==> config.mk <==
export PLATFORM = sky130hd
export DESIGN_NAME = ysyx_24080014_wb_arbiter
export DESIGN_NICKNAME = d
export VERILOG_FILES = /design/src/rtl/ysyx_24080014_wb_pkg.sv /design/src/rtl/ysyx_24080014_wb_scoreboard.sv /design/src/rtl/ysyx_24080014_wb_arbiter.sv
export SDC_FILE = /design/constraint.sdc
export NUM_CORES = 1
export LEC_CHECK = 0
export ABC_AREA = 1
export ABC_CLOCK_PERIOD_IN_PS = 3290
export CAP_MARGIN = 0
export CORE_ASPECT_RATIO = 1.75
export CORE_MARGIN = 3
export CORE_UTILIZATION = 42
export DETAILED_ROUTE_END_ITERATION = 6
export PLACE_DENSITY = 0.86
export SETUP_SLACK_MARGIN = 0.5
export SLEW_MARGIN = 20
export SYNTH_ARGS = -nofsm -noshare
export SYNTH_HDL_FRONTEND = slang
export SYNTH_SLANG_ARGS = --single-unit
==> constraint.sdc <==
create_clock -name clk -period 3.29 [get_ports clk]
set_input_delay 0.658 -clock clk [delete_from_list [all_inputs] [get_ports clk]]
set_output_delay 0.658 -clock clk [all_outputs]
set_load 0.02 [all_outputs]
==> src/rtl/ysyx_24080014_wb_pkg.sv <==
// Shared types and constants for the writeback arbiter.
// The optional scoreboard is enabled with WB_ARB_SCOREBOARD_EN.
package ysyx_24080014_wb_pkg;

    typedef enum logic [1:0] {
        CSR_NONE  = 2'b00,
        CSR_ECALL = 2'b01,
        CSR_MRET  = 2'b10,
        CSR_RSVD  = 2'b11
    } csr_ctl_e;

    typedef enum logic [1:0] {
        ST_IDLE,
        ST_WB,
        ST_HOLD
    } wb_state_e;

    localparam logic [11:0] CSR_ADDR_NONE    = 12'h000;
    localparam logic [11:0] CSR_ADDR_MSTATUS = 12'h300;
    localparam logic [11:0] CSR_ADDR_MTVEC   = 12'h305;
    localparam logic [11:0] CSR_ADDR_MEPC    = 12'h341;
    localparam logic [11:0] CSR_ADDR_MCAUSE  = 12'h342;

    function automatic logic is_trap(input logic [1:0] ctl);
        return (ctl == CSR_ECALL) || (ctl == CSR_MRET);
    endfunction

    // The reserved encoding behaves exactly like "no CSR action".
    function automatic logic [1:0] clean_ctl(input logic [1:0] ctl);
        return (ctl == CSR_RSVD) ? CSR_NONE : ctl;
    endfunction

endpackage

==> src/rtl/ysyx_24080014_wb_scoreboard.sv <==
// Pending-write scoreboard: one busy bit per GPR x1..x31.
// Only instantiated when WB_ARB_SCOREBOARD_EN is defined.
module ysyx_24080014_wb_scoreboard (
    input  logic       clk,
    input  logic       rst_n,
    input  logic       alloc,
    input  logic [4:0] alloc_rd,
    input  logic       clr,
    input  logic [4:0] clr_rd,
    input  logic       flush,
    input  logic [4:0] rs1,
    input  logic [4:0] rs2,
    output logic       hazard
);

    logic [31:1] busy;
    logic [31:1] busy_next;
    logic [31:0] busy_all;

    // NOTE: every bit of busy_next gets a value on every path, so no latch is inferred.
    always_comb begin
        busy_next = '0;
        for (int i = 1; i < 32; i++) begin
            // A same-cycle allocation beats both the write-back clear and a trap flush.
            busy_next[i] = (alloc && alloc_rd == 5'(i))
                         | (!flush && busy[i] && !(clr && clr_rd == 5'(i)));
        end
    end

    // NOTE: the busy vector is plain flops, not a RAM, so it is reset like any other state.
    always_ff @(posedge clk) begin
        if (!rst_n) busy <= '0;
        else        busy <= busy_next;
    end

    assign busy_all = {busy, 1'b0};
    assign hazard   = busy_all[rs1] | busy_all[rs2];

endmodule

==> src/rtl/ysyx_24080014_wb_arbiter.sv <==
// Round-robin writeback arbiter between EXU and LSU with a post-trap hold window.
// Define WB_ARB_SCOREBOARD_EN to add the pending-write scoreboard and its ports.
module ysyx_24080014_wb_arbiter
    import ysyx_24080014_wb_pkg::*;
#(
    parameter int unsigned XLEN          = 32,
    parameter int unsigned TRAP_HOLD_CYC = 2,
    parameter bit          RR_INIT       = 1'b0
) (
    input  logic            clk,
    input  logic            rst_n,
    input  logic            ex_valid,
    output logic            ex_ready,
    input  logic [4:0]      ex_rd,
    input  logic [XLEN-1:0] ex_data,
    input  logic [1:0]      ex_csr_ctl,
    input  logic [11:0]     ex_csr_waddr,
    input  logic [XLEN-1:0] ex_pc,
    input  logic            ls_valid,
    output logic            ls_ready,
    input  logic [4:0]      ls_rd,
    input  logic [XLEN-1:0] ls_data,
    output logic            RegWr,
    output logic [4:0]      wb_rd,
    output logic [XLEN-1:0] wb_data,
    output logic [1:0]      wb_csr_ctl,
    output logic [11:0]     wb_csr_waddr,
    output logic [XLEN-1:0] wb_pc,
    output logic            trap_flush
`ifdef WB_ARB_SCOREBOARD_EN
    ,
    input  logic            sb_alloc,
    input  logic [4:0]      sb_alloc_rd,
    input  logic [4:0]      sb_rs1,
    input  logic [4:0]      sb_rs2,
    output logic            sb_hazard
`endif
);

    localparam int HW = (TRAP_HOLD_CYC > 1) ? $clog2(TRAP_HOLD_CYC) : 1;

    wb_state_e   state;
    logic        rr_lsu;      // 1: LSU wins the next two-way contest
    logic [HW-1:0] hold_cnt;
    logic        grant_ls;
    logic        open;
    logic        ex_trap;

    assign grant_ls = ls_valid & (~ex_valid | rr_lsu);
    assign open     = rst_n & (state != ST_HOLD);
    assign ex_ready = open & ex_valid & ~grant_ls;
    assign ls_ready = open & grant_ls;
    assign ex_trap  = is_trap(ex_csr_ctl);

    // NOTE: state and output registers use non-blocking assignments only.
    always_ff @(posedge clk) begin
        if (!rst_n) begin
            state        <= ST_IDLE;
            rr_lsu       <= RR_INIT;
            hold_cnt     <= '0;
            RegWr        <= 1'b0;
            wb_rd        <= '0;
            wb_data      <= '0;
            wb_csr_ctl   <= CSR_NONE;
            wb_csr_waddr <= CSR_ADDR_NONE;
            wb_pc        <= '0;
            trap_flush   <= 1'b0;
        end else begin
            RegWr      <= ex_ready | ls_ready;
            trap_flush <= ex_ready & ex_trap;

            if (ex_ready) begin
                wb_rd        <= ex_rd;
                wb_data      <= ex_data;
                wb_csr_ctl   <= clean_ctl(ex_csr_ctl);
                wb_csr_waddr <= ex_csr_waddr;
                wb_pc        <= ex_pc;
                rr_lsu       <= 1'b1;
            end else if (ls_ready) begin
                wb_rd        <= ls_rd;
                wb_data      <= ls_data;
                wb_csr_ctl   <= CSR_NONE;
                wb_csr_waddr <= CSR_ADDR_NONE;
                wb_pc        <= '0;
                rr_lsu       <= 1'b0;
            end

            // The trap beat's own write cycle is the first of the hold cycles.
            case (state)
                ST_HOLD: begin
                    if (hold_cnt == '0) state    <= ST_IDLE;
                    else                hold_cnt <= hold_cnt - 1'b1;
                end
                default: begin
                    if (ex_ready && ex_trap) begin
                        state    <= ST_HOLD;
                        hold_cnt <= HW'(TRAP_HOLD_CYC - 1);
                    end else if (ex_ready || ls_ready) begin
                        state <= ST_WB;
                    end else begin
                        state <= ST_IDLE;
                    end
                end
            endcase
        end
    end

`ifdef WB_ARB_SCOREBOARD_EN
    ysyx_24080014_wb_scoreboard u_scoreboard (
        .clk      (clk),
        .rst_n    (rst_n),
        .alloc    (sb_alloc),
        .alloc_rd (sb_alloc_rd),
        .clr      (RegWr),
        .clr_rd   (wb_rd),
        .flush    (trap_flush),
        .rs1      (sb_rs1),
        .rs2      (sb_rs2),
        .hazard   (sb_hazard)
    );
`endif

endmodule
==> metrics.csv, run 1 <==
stage;metric;value;unit
sta;fmax;0.366;GHz
floorplan;die-area;0.0105;sq mm
clock_tree;root_buffer;clkbuf_16;
critical_path;r2r_start;state[1];
floorplan;die_w;78.8;um
logic_synthesis;syn-num-nets;687;
floorplan;initial_core_util;0.440;
detailed_routing;first_iter_violations;242;
sta;report.final.slew_viol_count;0;
sta;period_share;0.830;
status;status;finished, final reports clean;
critical_path;r2r_end;hold_cnt;
clock_tree;cts_buffer_depth;2;
logic_synthesis;syn-cell-area;0.00389;sq mm
sta;tightest_slew;0.862;ns
clock_tree;cts.clk_slew.worst_paths;0.06;ns
place;gp_congestion;0.785;
critical_path;cp.arrival;2.07;ns
cells_and_area;fin_cells;865;
hold_path;hold_class;flip-flop to flip-flop;
clock_tree;h-tree-depth;3;
global_route;antenna_found_initial;0;
logic_synthesis;ys_types;20;
detailed_routing;routed-via-count;4414;
global_route;grt_pass1_vias;4168;
detailed_routing;avgViaCountPerCell;5.10;
hold_path;min_from;wb_pc[26];
place;hpwl;9.04;mm
power_and_ir_drop;ir_drop;297;uV
cells_and_area;drive_gt1_frac;0.0428;
logic_synthesis;synth-seq-cells;89;
floorplan;rows;45;
critical_path;crit_path_end;ex_ready;
detailed_routing;drc;0;
sta;fin_skew;0.00503;ns
critical_path;end_kind;primary output;
floorplan;top_level_ports;211;
floorplan;coreArea;0.00884;sq mm
sta;rsz0062_at_grt;no;
sta;fin_crit;2.73;ns
critical_path;crit_start;rst_n;
cells_and_area;final_common_cell;clkdlybuf4s50_1;
detailed_routing;finalWirelength;12.6;mm
critical_path;worstSetupStartpointType;primary input;
cells_and_area;num-nets-final;870;
cells_and_area;diodes;0;
critical_path;cp_max_fo;3;
cells_and_area;fill_cells;750;
place;dp_slack;0.366;ns
place;placed_cells;850;
clock_tree;insertion_delay;0.33;ns
power_and_ir_drop;powerDensity;432;mW/mm^2
critical_path;crit_type;primary input to primary output;
job;cap_viol_max_count;0;
cells_and_area;area_delta_synth_final;61.6;%
sta;final.setup.worst_slack;0.558;ns
critical_path;ff2ff_setup_slack;1.46;ns
clock_tree;cts_tree;yes;
logic_synthesis;ys_seq_area_frac;0.458;
sta;setup_tns;0;ns
global_route;grt_usage;0.236;
cells_and_area;final_cell_mix;clkdlybuf4s50_1, nor2_1, dfxtp_1, nand2_1;
detailed_routing;firstDrtPassIters;4;
detailed_routing;wl_per_cell;14.5;um
critical_path;worst_ep_required_time;2.63;ns
clock_tree;cts.sinks;89;
sta;setup_violations;0;
power_and_ir_drop;leakagePower;2.52;nW
clock_tree;numCtsBuffers;9;
place;io_buffers;210;
global_route;grt_max_degree;85;
floorplan;die_h;133;um
logic_synthesis;syn_area_per_cell;6.94;sq um
logic_synthesis;postSynthCellCount;561;
global_route;grt_pass1_wl;20.0;mm
detailed_routing;ant_nets;0;
critical_path;reg2reg_depth;8;
sta;slew_headroom;0.425;
sta;final_hold_viol_count;0;
logic_synthesis;synth_warnings;0;
global_route;globalRouteOverflowTotal;0;
==> synthesized netlist by cell type <==
master    instances  share of area
nor2_1          113           0.11
nand2_1          90          0.087
dfxtp_1          89           0.46
nand3_1          48          0.062
a21oi_1          47          0.060
inv_1            44          0.042
nand4_1          37          0.059
o21ai_0          29          0.037
buf_2            18          0.023
clkbuf_1         17          0.016
o21ai_1           8          0.010
buf_4             7          0.013
buf_1             4         0.0039
inv_2             3         0.0029
ha_1              2         0.0064
a211oi_1          1         0.0019
a21boi_1          1         0.0019
a21oi_2           1         0.0022
clkbuf_2          1         0.0013
nor2_2            1         0.0016
==> layout make-up <==
class                           count  area, sq um  share of cell area
Clock buffer                        9          225              0.0358
Clock inverter                      6         36.3             0.00577
Inverter                           47          176              0.0280
Multi-Input combinational cell    378         1730               0.275
Sequential cell                    89         1780               0.283
Tap cell                          117          146              0.0233
Timing Repair Buffer              219         2190               0.349
==> routing by layer <==
metal	routed length, um	GRT usage	vias to the layer above	part of all wire
met3	1020	0.0650	30	0.081
met5	0	0	-	0
li1	-	-	2183	-
met2	6560	0.422	187	0.52
met1	4590	0.258	2014	0.37
met4	389	0.0944	0	0.031
==> power breakdown <==
part / switching, mW / internal, mW / total [mW]
combinational: 0.314 / 0.318 / 0.632
sequential: 0.0340 / 1.15 / 1.18
clock: 0.402 / 0.503 / 0.904
total: 0.750 / 1.97 / 2.72
==> how the worst min path moves through the flow <==
stage | endpoint | slack, ns | depth (start not counted)
2_1_floorplan | hold_cnt | 0.44 | 2
3_3_place_gp | hold_cnt | 0.45 | 2
3_5_place_dp | wb_pc[26] | 0.47 | 2
4_1_cts | wb_pc[26] | 0.48 | 2
5_1_grt | wb_pc[26] | 0.50 | 2
6_report | wb_pc[26] | 0.48 | 2
==> repair_timing <==
action                                  4_1_cts  5_1_grt
setup buffers                                 0        0
hold buffers                                  0        0
endpoints found under the setup margin        1        0
gates resized for setup                       2        0
hold endpoints to repair                      0        0
==> metrics by stage <==
step                       util  hold slack, ns  cell area (sq um)  power [mW]
after global placement    0.682           0.455               6030        1.82
after detailed placement  0.682           0.471               6030        1.84
after floorplan               -           0.439               3890        1.50
after CTS                 0.712           0.480               6290        2.74
after global routing      0.712           0.498               6290        2.84
final                     0.712           0.480               6290        2.72
==> logic make-up after synthesis <==
family,Yosys count,synth area share
simple gates,289,0.318
buf+inv,94,0.103
flops,89,0.458
compound gates,87,0.114
fa+ha+maj,2,0.00643
==> flip-flops by register name (all words and copies together), names as in the netlist <==
name / flops
rr_lsu: 1
wb_csr_waddr: 12
wb_rd: 5
wb_data: 32
RegWr: 1
hold_cnt: 1
wb_pc: 32
state: 2
trap_flush: 1
wb_csr_ctl: 2
==> critical path, cell delays in order <==
cell and delay (ns):
clkdlybuf4s50_1 0.55, nand3_2 0.12, nor2_4 0.10, clkdlybuf4s50_1 0.65
(Power assumes the default switching activity.)
==> run 2, diff against run 1 <==
--- a/config.mk
+++ b/config.mk
@@ -6,13 +6,13 @@
 export NUM_CORES = 1
 export LEC_CHECK = 0
 export ABC_AREA = 1
-export ABC_CLOCK_PERIOD_IN_PS = 3290
+export ABC_CLOCK_PERIOD_IN_PS = 2480
 export CAP_MARGIN = 0
 export CORE_ASPECT_RATIO = 1.75
 export CORE_MARGIN = 3
-export CORE_UTILIZATION = 42
+export CORE_UTILIZATION = 35
 export DETAILED_ROUTE_END_ITERATION = 6
-export PLACE_DENSITY = 0.86
+export PLACE_DENSITY = 0.76
 export SETUP_SLACK_MARGIN = 0.5
 export SLEW_MARGIN = 20
 export SYNTH_ARGS = -nofsm -noshare
==> constraint.sdc (replaced) <==
create_clock -name clk -period 2.48 [get_ports clk]
set_input_delay 0.496 -clock clk [delete_from_list [all_inputs] [get_ports clk]]
set_output_delay 0.496 -clock clk [all_outputs]
set_load 0.02 [all_outputs]
==> run 2 against run 1 <==
Clock power up 59%. Clock skew is 0.0051 ns higher. Largest power group unchanged. Highest routed layer unchanged. Largest cell class unchanged. Non-clock buffer count increased by 7. Utilization is 11 points lower.
==> metrics.csv, run 2 (synthesis results as in run 1) <==
stage;metric;value;unit;change
status;status;finished, final reports clean;;unchanged
floorplan;die_h;146;um;was 133 um
place;gp_congestion;0.858;;was 0.785
sta;fmax;0.548;GHz;
power_and_ir_drop;p_int;2.88;mW;was 1.97 mW
clock_tree;cts_buffer_depth;2;;unchanged
power_and_ir_drop;pwr-share-clk;0.370;;was 0.333
sta;setup_violations;0;;unchanged
global_route;grt_pass1_vias;4336;;was 4168
sta;rsz0062_at_grt;no;;unchanged
place;dp_slack;-0.0839;ns;was 0.366 ns
place;placed_cells;867;;was 850
detailed_routing;drc;0;;unchanged
sta;tightest_slew;0.511;ns;was 0.862 ns
power_and_ir_drop;ir_drop;517;uV;was 297 uV
power_and_ir_drop;p_switching;1.01;mW;was 750 uW
power_and_ir_drop;leakagePower;2.63;nW;was 2.52 nW
global_route;grt_usage;0.211;;was 0.236
critical_path;reg2reg_depth;8;;unchanged
clock_tree;h-tree-depth;3;;unchanged
power_and_ir_drop;seq_power_share;0.403;;was 0.435
clock_tree;numCtsBuffers;9;;unchanged
critical_path;worstSetupStartpointType;primary input;;unchanged
critical_path;ff2ff_setup_slack;0.80;ns;was 1.46 ns
critical_path;crit_type;primary input to primary output;;unchanged
sta;report.final.slew_viol_count;0;;unchanged
detailed_routing;wl_per_cell;15.2;um;was 14.5 um
clock_tree;insertion_delay;0.33;ns;about the same
critical_path;crit_chain;clkbuf_2 > buf_12 > nand3_2 > nor2_4 > buf_4;;was clkdlybuf4s50_1 > nand3_2 > nor2_4 > clkdlybuf4s50_1
critical_path;critical_path_buf_inv_count;3;;was 2
detailed_routing;ant_nets;0;;unchanged
sta;final.setup.worst_slack;0.656;ns;was 0.558 ns
power_and_ir_drop;total_power;3.89;mW;was 2.72 mW
detailed_routing;avgViaCountPerCell;5.00;;was 5.10
cells_and_area;num-nets-final;877;;was 870
detailed_routing;finalWirelength;13.5;mm;was 12.6 mm
floorplan;die_w;85.7;um;was 78.8 um
power_and_ir_drop;combPwrFrac;0.227;;was 0.233
sta;fin_skew;0.0101;ns;was 0.00503 ns
detailed_routing;firstDrtPassIters;5;;was 4
critical_path;critPathMaxStageDelay;0.18;ns;was 0.65 ns
cells_and_area;final_common_cell;clkdlybuf4s50_1;;unchanged
cells_and_area;fin_cells;886;;was 865
critical_path;cp_max_fo;20;;was 3
clock_tree;cts_tree;yes;;unchanged
global_route;grt_max_degree;56;;was 85
place;hpwl;9.69;mm;was 9.04 mm
sta;period_share;0.736;;
critical_path;worst_ep_required_time;1.98;ns;was 2.63 ns
clock_tree;cts.clk_slew.worst_paths;0.06;ns;about the same
hold_path;holdPathStages;2;;unchanged
detailed_routing;first_iter_violations;178;;was 242
hold_path;min_from;wb_csr_waddr[7];;was wb_pc[26]
job;cap_viol_max_count;0;;unchanged
critical_path;critical-path-top-delay-family;buffers and inverters;;unchanged
critical_path;r2r_start;rr_lsu;;was state[1]
critical_path;cp.arrival;1.33;ns;was 2.07 ns
critical_path;r2r_end;wb_rd[4];;was hold_cnt
hold_path;hold_class;flip-flop to flip-flop;;unchanged
place;dpl_cell_area;0.00607;sq mm;was 0.00603 sq mm
clock_tree;root_buffer;clkbuf_16;;unchanged
cells_and_area;fin_area;0.00652;sq mm;was 0.00629 sq mm
sta;fin_crit;1.82;ns;
place;io_buffers;210;;unchanged
critical_path;cpMaxStageDelayCell;buf_12;;was clkdlybuf4s50_1
global_route;grt_pass1_wl;21.0;mm;was 20.0 mm
global_route;antenna_found_initial;0;;unchanged
sta;final_hold_viol_count;0;;unchanged
clock_tree;cts.sinks;89;;unchanged
power_and_ir_drop;switching_share;0.259;;was 0.276
cells_and_area;area_delta_synth_final;67.3;%;was 61.6%
cells_and_area;fin_util;0.605;;was 0.712
floorplan;rows;50;;was 45
hold_path;hold_end;wb_csr_waddr[7];;was wb_pc[26]
floorplan;initial_core_util;0.362;;was 0.440
floorplan;die-area;0.0125;sq mm;was 0.0105 sq mm
cells_and_area;final_cell_mix;clkdlybuf4s50_1, nor2_1, dfxtp_1;;was clkdlybuf4s50_1, nor2_1, dfxtp_1, nand2_1
cells_and_area;largestRegisters;wb_data x32, wb_pc x32, wb_csr_waddr x12;;unchanged
cells_and_area;fill_cells;970;;was 750
global_route;globalRouteOverflowTotal;0;;unchanged
detailed_routing;routed-via-count;4432;;was 4414
floorplan;coreArea;0.0108;sq mm;was 0.00884 sq mm
power_and_ir_drop;powerDensity;597;mW/mm^2;was 432 mW/mm^2
cells_and_area;diodes;0;;unchanged
critical_path;end_kind;primary output;;unchanged
cells_and_area;drive_gt1_frac;0.0582;;was 0.0428
sta;slew_headroom;0.659;;was 0.425
floorplan;top_level_ports;211;;unchanged
## run 2: cell types whose count changed in the layout (fill, tap and decap cells not counted), sizes merged
cell	previous run	this run
dlymetal6s2s	0	1
dlygate4sd2	1	0
bufbuf	0	2
bufinv	0	2
buf	9	16
clkbuf	9	14
clkinv	5	1
clkdlybuf4s50	209	205
## run 2: through the flow
stage               setup TNS, ns  hold slack, ns
finish                          0           0.479
global route                    0           0.493
CTS                             0           0.480
detailed placement         -0.701           0.473
global placement          -0.0554           0.455
floorplan                       0           0.439
## run 2: how the worst max path moves through the flow
stage | start | to | slack (ns) | depth (start not counted)
finish | ex_valid | ex_ready | 0.66 | 5
global route | ex_valid | ex_ready | 0.59 | 5
CTS | ls_valid | ls_ready | 0.44 | 5
detailed placement | ls_valid | ls_ready | -0.08 | 5
global placement | ls_valid | ls_ready | -0.06 | 5
floorplan | ls_valid | ls_ready | 0.87 | 4
## run 2: worst min-delay path: stages, from the launching register on
cell	delay, ns
dfxtp_1	0.31
nand3_1	0.07
a21oi_1	0.05
## run 2: timing repair
item,in CTS,in global routing
hold buffers,0,0
pin swaps,1,1
setup buffers,1,0
resized for setup,15,13
cloned,2,0
endpoints found under the hold margin,0,0
endpoints found under the setup margin,88,42
## run 2: power groups by stage
stage / registers [mW] / logic [mW] / clock network, mW
3_5_place_dp: 1.60 / 0.855 / 0
3_3_place_gp: 1.59 / 0.841 / 0
6_report: 1.57 / 0.881 / 1.44
2_1_floorplan: 1.70 / 0.294 / 0
4_1_cts: 1.57 / 0.883 / 1.48
5_1_grt: 1.58 / 0.949 / 1.54
## run 2: layout make-up
cell class,instances,area [sq um],area share
Multi-Input combinational cell,378,1740,0.268
Tap cell,130,163,0.0250
Sequential cell,89,1780,0.273
Clock inverter,4,76.3,0.0117
Timing Repair Buffer,226,2330,0.357
Clock buffer,12,246,0.0378
Inverter,47,176,0.0271
## run 2: per-layer routing
layer	wire, um	vias up	global-route usage
li1	-	2196	-
met1	4750	2021	0.215
met2	7360	176	0.389
met3	711	39	0.0397
met4	659	0	0.117
met5	0	-	0
==> run 3, diff against run 2 <==
--- a/config.mk
+++ b/config.mk
@@ -6,7 +6,7 @@
 export NUM_CORES = 1
 export LEC_CHECK = 0
 export ABC_AREA = 1
-export ABC_CLOCK_PERIOD_IN_PS = 2480
+export ABC_CLOCK_PERIOD_IN_PS = 1450
 export CAP_MARGIN = 0
 export CORE_ASPECT_RATIO = 1.75
 export CORE_MARGIN = 3
==> constraint.sdc (replaced) <==
create_clock -name clk -period 1.45 [get_ports clk]
set_input_delay 0.29 -clock clk [delete_from_list [all_inputs] [get_ports clk]]
set_output_delay 0.29 -clock clk [all_outputs]
set_load 0.02 [all_outputs]
==> run 3 against run 2 <==
The flow now finishes with violations (setup timing). Critical path type is now flip-flop to primary output. Worst setup slack worse by 0.67 ns. Sequential cell count did not move. Sequential share of layout area decreased by 2.0 points. Hold slack barely moved. Clock skew decreased by 0.0028 ns. Power is 83% higher. Critical path depth decreased by 1.
==> metrics.csv, run 3 (synthesis results as in run 1) <==
stage;metric;value;unit;change
clock_tree;h-tree-depth;3;;unchanged
floorplan;die-area;0.0125;sq mm;unchanged
critical_path;worstSetupStartpointType;flip-flop;;was primary input
sta;fin_skew;0.00733;ns;was 0.0101 ns
sta;report.final.slew_viol_count;0;;unchanged
cells_and_area;largestRegisters;wb_data x32, wb_pc x32, wb_csr_waddr x12;;unchanged
detailed_routing;first_iter_violations;181;;was 178
detailed_routing;wl_per_cell;17.1;um;was 15.2 um
critical_path;worst_ep_required_time;1.16;ns;was 1.98 ns
floorplan;initial_core_util;0.362;;unchanged
power_and_ir_drop;powerDensity;950;mW/mm^2;was 597 mW/mm^2
floorplan;die_h;146;um;unchanged
critical_path;crit_type;flip-flop to primary output;;was primary input to primary output
global_route;grt_usage;0.206;;was 0.211
sta;final.setup.worst_slack;-0.0129;ns;was 0.656 ns
sta;setup_violations;2;;was 0
power_and_ir_drop;ir_drop;701;uV;was 517 uV
sta;slew_headroom;0.670;;was 0.659
floorplan;rows;50;;unchanged
floorplan;top_level_ports;211;;unchanged
sta;tightest_slew;0.495;ns;was 0.511 ns
cells_and_area;final-seq-area;0.00189;sq mm;was 0.00178 sq mm
place;io_buffers;210;;unchanged
status;status;finished with violations;;was finished, final reports clean
detailed_routing;drc;0;;unchanged
detailed_routing;avgViaCountPerCell;5.05;;was 5.00
global_route;antenna_found_initial;2;;was 0
critical_path;cp_max_fo;3;;was 20
cells_and_area;final_common_cell;clkdlybuf4s50_1;;unchanged
clock_tree;numCtsBuffers;9;;unchanged
floorplan;coreArea;0.0108;sq mm;unchanged
status;violations;setup timing;;
global_route;grt_pass1_vias;4487;;was 4336
cells_and_area;area_delta_synth_final;92.0;%;was 67.3%
job;cap_viol_max_count;0;;unchanged
place;hpwl;9.08;mm;was 9.69 mm
detailed_routing;routed-via-count;4715;;was 4432
cells_and_area;num-nets-final;925;;was 877
power_and_ir_drop;leakagePower;3.25;nW;was 2.63 nW
critical_path;end_kind;primary output;;unchanged
cells_and_area;drive_gt1_frac;0.359;;was 0.0582
detailed_routing;ant_nets;0;;unchanged
clock_tree;cts_buffer_depth;2;;unchanged
detailed_routing;firstDrtPassIters;4;;was 5
global_route;grt_pass1_wl;20.9;mm;was 21.0 mm
cells_and_area;multi_input_area;0.00186;sq mm;was 0.00174 sq mm
place;placed_cells;873;;was 867
floorplan;die_w;85.7;um;unchanged
hold_path;hold_class;flip-flop to flip-flop;;unchanged
global_route;globalRouteOverflowTotal;0;;unchanged
global_route;grt_max_degree;49;;was 56
sta;fmax;0.684;GHz;
cells_and_area;final_cell_mix;clkdlybuf4s50_1, nor2_1, buf_6;;was clkdlybuf4s50_1, nor2_1, dfxtp_1
cells_and_area;fin_cells;934;;was 886
clock_tree;cts.hold.buffers_added;0;;unchanged
clock_tree;insertion_delay;0.34;ns;was 0.33 ns
clock_tree;cts.sinks;89;;unchanged
sta;rsz0062_at_grt;yes;;was no
sta;period_share;1.01;;
place;gp_congestion;0.767;;was 0.858
cells_and_area;fill_cells;850;;was 970
clock_tree;root_buffer;clkbuf_16;;unchanged
clock_tree;cts.clk_slew.worst_paths;0.06;ns;about the same
detailed_routing;finalWirelength;15.9;mm;was 13.5 mm
sta;final_hold_viol_count;0;;unchanged
critical_path;cp.arrival;1.17;ns;was 1.33 ns
clock_tree;cts_tree;yes;;unchanged
sta;fin_crit;1.46;ns;
sta;setup_tns;-0.0144;ns;was 0 ns
[run 3: per-stage QoR]
step | total power, mW | utilization | hold WS (ns) | area, sq um | setup WS (ns)
6_report | 7.10 | 0.695 | 0.478 | 7480 | -0.0129
5_1_grt | 7.38 | 0.695 | 0.505 | 7480 | -0.0704
4_1_cts | 6.83 | 0.632 | 0.479 | 6800 | 0.00402
3_5_place_dp | 4.21 | 0.572 | 0.466 | 6160 | -0.618
3_3_place_gp | 4.18 | 0.572 | 0.454 | 6160 | -0.611
2_1_floorplan | 3.44 | - | 0.427 | 3990 | 0.235
[run 3: final cells by class]
| class | count | area share |
|---|---|---|
| Multi-Input combinational cell | 379 | 0.249 |
| Tap cell | 130 | 0.0218 |
| Inverter | 47 | 0.0244 |
| Sequential cell | 89 | 0.253 |
| Antenna cell | 2 | 0.000669 |
| Timing Repair Buffer | 273 | 0.408 |
| Clock buffer | 10 | 0.0320 |
| Clock inverter | 4 | 0.0104 |
[run 3: repair_timing]
item | 4_1_cts | 5_1_grt
endpoints found under the setup margin | 176 | 176
gates resized for setup | 509 | 164
gates cloned | 2 | 14
setup buffers | 11 | 18
pin swaps | 2 | 3
[run 3: per-layer routing]
metal | global-route usage | vias to the layer above | share of wire
met1 | 0.209 | 2229 | 0.36
met3 | 0.0504 | 19 | 0.058
li1 | - | 2297 | -
met5 | 0 | - | 0
met4 | 0.0697 | 0 | 0.017
met2 | 0.395 | 170 | 0.57
[run 3: where the power goes]
| part | switching (mW) | internal [mW] |
|---|---|---|
| Sequential | 0.111 | 2.63 |
| Combinational | 0.860 | 0.997 |
| Clock | 0.952 | 1.55 |
[run 3: final timing paths]
| check | start | endpoint | slack (ns) | cells after the start |
|---|---|---|---|---|
| worst max-delay path | state[1] | ex_ready | -0.01 | 4 |
| worst min register to register | hold_cnt | hold_cnt | 0.48 | 2 |
| worst min-delay path | hold_cnt | hold_cnt | 0.48 | 2 |
| worst max register to register | state[0] | wb_data[0] | 0 | 9 |
[run 3: critical path, stage by stage (launching register included)]
cell,delay (ns)
dfxtp_4,0.37
nand2_4,0.08
nand3_4,0.08
nor2_4,0.17
buf_6,0.14
